## config.mk

```make
export PLATFORM = sky130hd
export DESIGN_NAME = instr_fetch
export DESIGN_NICKNAME = d
export VERILOG_FILES = /design/src/rtl/instr_fetch.sv
export SDC_FILE = /design/constraint.sdc
export NUM_CORES = 2
export LEC_CHECK = 0
export ABC_AREA = 1
export ABC_CLOCK_PERIOD_IN_PS = 8200
export BUFFER_PORTS_ARGS = -buffer_cell sky130_fd_sc_hd__buf_2
export CAP_MARGIN = 10
export CORE_AREA = 2 2 515 517
export DETAILED_ROUTE_END_ITERATION = 8
export DIE_AREA = 0 0 517 519
export PLACE_DENSITY = 0.6
export SLEW_MARGIN = 20
export SYNTH_ARGS = -nofsm -noshare
export SYNTH_HDL_FRONTEND = slang
export SYNTH_SLANG_ARGS = --single-unit
```

## constraint.sdc

```tcl
create_clock -name clk -period 8.2 [get_ports clk]
set_input_delay 0 -clock clk [delete_from_list [all_inputs] [get_ports clk]]
set_output_delay 0 -clock clk [all_outputs]
set_load 0.005 [all_outputs]
```

## src/rtl/instr_fetch.sv

```systemverilog
// instr_fetch: instruction fetch stage with a 64x32 program memory.
//
// Holds the PC and a small instruction memory. A fetched word, the PC it
// came from and a valid flag are registered towards the IF/ID register.
// Fetch latency is one cycle. Addresses alias modulo 256 bytes (pc[7:2]).
//
// Priority each cycle: rst > redirect > stall > normal fetch.
//
// Build option: BRANCH_DELAY_SLOT_EN
//   undefined : a redirect squashes the word at the current PC
//               (instruction = 0, valid = 0, pc_out = current PC).
//   defined   : a redirect still fetches the word at the current PC as a
//               delay slot (valid = 1) while the target loads into the PC.
//
// Memory writes are independent of stall/redirect but never happen in a
// reset cycle. Reset does not clear memory contents.

module instr_fetch (
    input  logic        clk,
    input  logic        rst,
    input  logic        stall,
    input  logic        redirect,
    input  logic [31:0] redirect_pc,
    input  logic        imem_we,
    input  logic [5:0]  imem_waddr,
    input  logic [31:0] imem_wdata,
    output logic [31:0] instruction,
    output logic [31:0] pc_out,
    output logic [31:0] pc_plus4,
    output logic        valid
);

    logic [31:0] pc;
    logic [31:0] imem [0:63];

    logic [31:0] fetch_word;
    logic [31:0] pc_seq;
    logic [31:0] redirect_target;

    logic [31:0] pc_nxt;
    logic [31:0] instruction_nxt;
    logic [31:0] pc_out_nxt;
    logic        valid_nxt;

    // Low target bits are dropped: the PC is always word aligned.
    logic unused_redirect_bits;
    assign unused_redirect_bits = ^redirect_pc[1:0];

    // Asynchronous read of the word at the current PC; the registered
    // write below lands after this read, giving read-before-write.
    assign fetch_word      = imem[pc[7:2]];
    assign pc_seq          = pc + 32'd4;
    assign redirect_target = {redirect_pc[31:2], 2'b00};

    // pc_plus4 is derived from the registered pc_out, not from the PC.
    assign pc_plus4 = pc_out + 32'd4;

    // Next-value selection for the PC and the output register.
    always_comb begin
        pc_nxt          = pc;
        instruction_nxt = instruction;
        pc_out_nxt      = pc_out;
        valid_nxt       = valid;

        if (redirect) begin
            pc_nxt     = redirect_target;
            pc_out_nxt = pc;
`ifdef BRANCH_DELAY_SLOT_EN
            instruction_nxt = fetch_word;
            valid_nxt       = 1'b1;
`else
            instruction_nxt = 32'h0000_0000;
            valid_nxt       = 1'b0;
`endif
        end else if (!stall) begin
            pc_nxt          = pc_seq;
            instruction_nxt = fetch_word;
            pc_out_nxt      = pc;
            valid_nxt       = 1'b1;
        end
    end

    // PC and output register, synchronous reset to a bubble at address 0.
    always_ff @(posedge clk) begin
        if (rst) begin
            pc          <= 32'h0000_0000;
            instruction <= 32'h0000_0000;
            pc_out      <= 32'h0000_0000;
            valid       <= 1'b0;
        end else begin
            pc          <= pc_nxt;
            instruction <= instruction_nxt;
            pc_out      <= pc_out_nxt;
            valid       <= valid_nxt;
        end
    end

    // Program-load port; suppressed during reset, contents survive reset.
    always_ff @(posedge clk) begin
        if (!rst && imem_we) begin
            imem[imem_waddr] <= imem_wdata;
        end
    end

endmodule

```

==> metrics.md <==
| Metric | Value |
|---|---|
| Status | `complete, no violations` |
| Sequential-to-total area share from yosys stat | `approximately 70%` |
| Commonest cells post-synth | `nand2_1 (3,049), edfxtp_1 (2,048), inv_1 (1,100), nand3_1 (943), nor2_1 (769)` |
| Period utilisation layout | `56.08%` |
| Port bufs | `between 150 and 200` |
| DRT met1 WL | `between 100 and 150 mm` |
| Initial Util | `34.79%` |
| DIE AREA | `between 0.2 and 0.3 sq mm` |
| Yosys warns | `0` |
| Synth cell types | `29` |
| Clk Latency, worst-skew pair | `between 0.8 and 0.9 ns` |
| Initial DRC count | `6,575` |
| Main combinational cell family by area after synthesis | `simple AND/OR/NAND/NOR gates` |
| Die height | `519 um` |
| Mapped Avg Cell Area | `10.21 sq um` |
| Final setup fails | `0` |
| Drc violations | `0` |
| Wire length on met3 | `17.81 mm` |
| Pwr dens | `220.4 mW/mm^2` |
| Highest Clock Rate | `about 220 MHz` |
| Most frequent cell after synthesis | `nand2_1` |
| Pre-antenna DRT Iters | `6` |
| Final Net Count | `just over 9k` |
| Worst path required time | `8.94 ns` |
| CTS H-tree depth | `4` |
| LEAKAGE | `between 40 and 50 nW` |
| Die X | `between 500 and 600 um` |
| Area share of fa/ha/maj cells after synthesis | `0.02730%` |
| Smallest hold slack | `0.1022 ns` |
| Post-synth top flop | `edfxtp_1` |
| Number of max-cap violations | `0` |
| Cell Area, Synth | `0.09166 sq mm` |
| Std-Cell Rows | `189` |
| Crit path DAT | `around 5.3 ns` |
| Cell count after synthesis | `around 9k` |
| DP Area | `around 0.097 sq mm` |
| Worst-Margin Slew | `1.112 ns` |
| Overflow after GRT | `0` |
| Vias | `63.00k` |
| Overall routing resource usage | `19.03%` |
| Post-synth ARST share | `0%` |
| CTS resizes | `0` |
| Slew margin rel. | `25.86%` |
| Clk root buf | `clkbuf_16` |
| Post-synth EDFFs | `2,048` |
| Clock sinks | `about 2.1k` |
| Post-synthesis compound-gate area fraction | `2.296%` |
| Layout cells sized above 1 | `7.255%` |
| Top Layer Used | `met4` |
| Via-to-Cell Ratio | `4.873` |
| First-pass GRT wire length | `380.4 mm` |
| CTS tree | `done` |
| Metal2 WL | `123.2 mm` |
| Postcts setup bufs | `0` |
| Worst-case clock buffer depth | `3` |
| Worst setup EP type | `flop` |
| Largest area contributor in the netlist | `edfxtp_1` |
| Non-filler cells, final | `12.93k` |
| Simple-Gate Fraction of Synth Area | `21.13%` |
| Multiplexer share of the synthesized area | `0%` |
| Yosys top cell area share | `~67%` |
| Worst-path clk slew | `0.06 ns` |
| Syn-to-layout area delta | `14.05%` |
| Final min period | `about 4.6 ns` |
| Final Slew Violations | `0` |
| Final Hold Fails | `0` |
| Post-DP HPWL | `137.4 mm` |
| DR WL/cell | `20.23 um` |
| CP Class | `reg2reg` |
| CTS buffer count | `215` |
| Core ar. | `0.2634 sq mm` |
| Final ANT Viol Nets | `0` |
| Post-Synth XOR/XNOR Area | `less than 1%` |
| Largest net degree at the start of global routing | `230` |
| GPL Wtd Cong | `0.8876` |
| Worst min path class | `in2reg` |
| Post-layout instance area | `0.1045 sq mm` |
| Worst VDD drop | `around 0.24 mV` |
| Total negative setup slack | `0 ns` |
| Placed cells | `12.38k` |
| Initial antenna violation count | `12` |
| RSZ-0062 raised after global routing | `false` |
| Io pins | `172` |
| Setup Skew | `roughly 0.032 ns` |
| Vias in the first global route | `approximately 60k` |
| Hold-fix buffers at CTS | `151` |
| Post-Route WL | `261.5 mm` |
| Critical Path Start Type | `flop` |
| Crit Path Max Fanout | `75` |
| Largest cells by area after synthesis | `edfxtp_1 (67%), nand2_1 (12%), nand3_1 (5.1%)` |
| Synth Register Bits | `2,141` |
[routing by layer]
| metal | global-route usage (%) | up-vias |
|---|---|---|
| met5 | 0 | - |
| met4 | 9.198 | 0 |
| met3 | 2.286 | 414 |
| met2 | 31.36 | 2302 |
| met1 | 24.83 | 30652 |
| li1 | - | 29634 |
[kinds of logic (layout without fill, tap and decap cells)]
| logic type | Yosys count | in the layout |
|---|---|---|
| fa+ha+maj | 2 | 2 |
| xor+xnor | 47 | 47 |
| other cells | 1 | 13 |
| flops | 2141 | 2141 |
| buf+inv | 1565 | 1967 |
| compound gates | 411 | 411 |
| simple gates | 4814 | 4814 |
[flip-flops by register name, summed over array words and instances (netlist names)]
register     cells
valid            1
instruction     32
pc              30
imem          2048
pc_out          30
[cell usage in the layout, fill, tap and decap left out, types with 23 or more instances in the layout]
cell type         n
a21oi_1          83
buf_2           165
buf_4           141
clkbuf_1         69
clkbuf_16       218
clkinv_1         52
clkinv_2         23
dfxtp_1          89
dlygate4sd3_1   151
edfxtp_1       2048
inv_1          1098
nand2_1        3049
nand3_1         943
nor2_1          703
nor2_4           68
o21ai_0         303
xor2_1           35
[power by group]
group	switching (mW)	total (mW)	internal, mW
combinational	1.33	1.80	0.472
sequential	0.0557	12.1	12.0
clock	4.06	9.14	5.08
total	5.44	23.0	17.6
[stage by stage]
step	util [%]	worst slack (ns)	power (mW)
global placement	36.63	4.020	14.02
floorplan	-	5.590	13.31
CTS	39.67	3.634	23.16
detailed placement	36.66	3.925	14.05
global route	39.68	3.365	23.75
finish	39.68	3.602	23.04
[final cells by class]
class / instances / area (sq um)
Fill cell: 25074 / 158900
Sequential cell: 2141 / 63370
Multi-Input combinational cell: 5278 / 22420
Clock buffer: 295 / 5824
Tap cell: 3533 / 4420
Inverter: 1108 / 4193
Timing Repair Buffer: 471 / 3690
Clock inverter: 93 / 594.3
Antenna cell: 9 / 22.52
[worst max-delay path, stage by stage (launching register included)]
cell	delay, ns
dfxtp_4	0.87
buf_4	0.91
ha_1	0.33
inv_1	0.05
nor2_1	0.14
nand2_1	0.23
nor2_2	0.29
nand2_1	0.14
xor2_1	0.17
a21oi_1	0.16
dlygate4sd3_1	0.58
nor2_1	0.04
dlygate4sd3_1	0.56
[path summary, 6_finish.rpt]
| path | startpoint | to | slack (ns) | depth (start not counted) |
|---|---|---|---|---|
| worst max-delay path | pc[3] | pc[28] | 3.60 | 12 |
| worst min-delay path | redirect | pc_out[19] | 0.10 | 4 |
| worst max register to register | pc[3] | pc[28] | 3.60 | 12 |
| worst min register to register | valid | valid | 0.47 | 1 |
(Power assumes the default switching activity.)
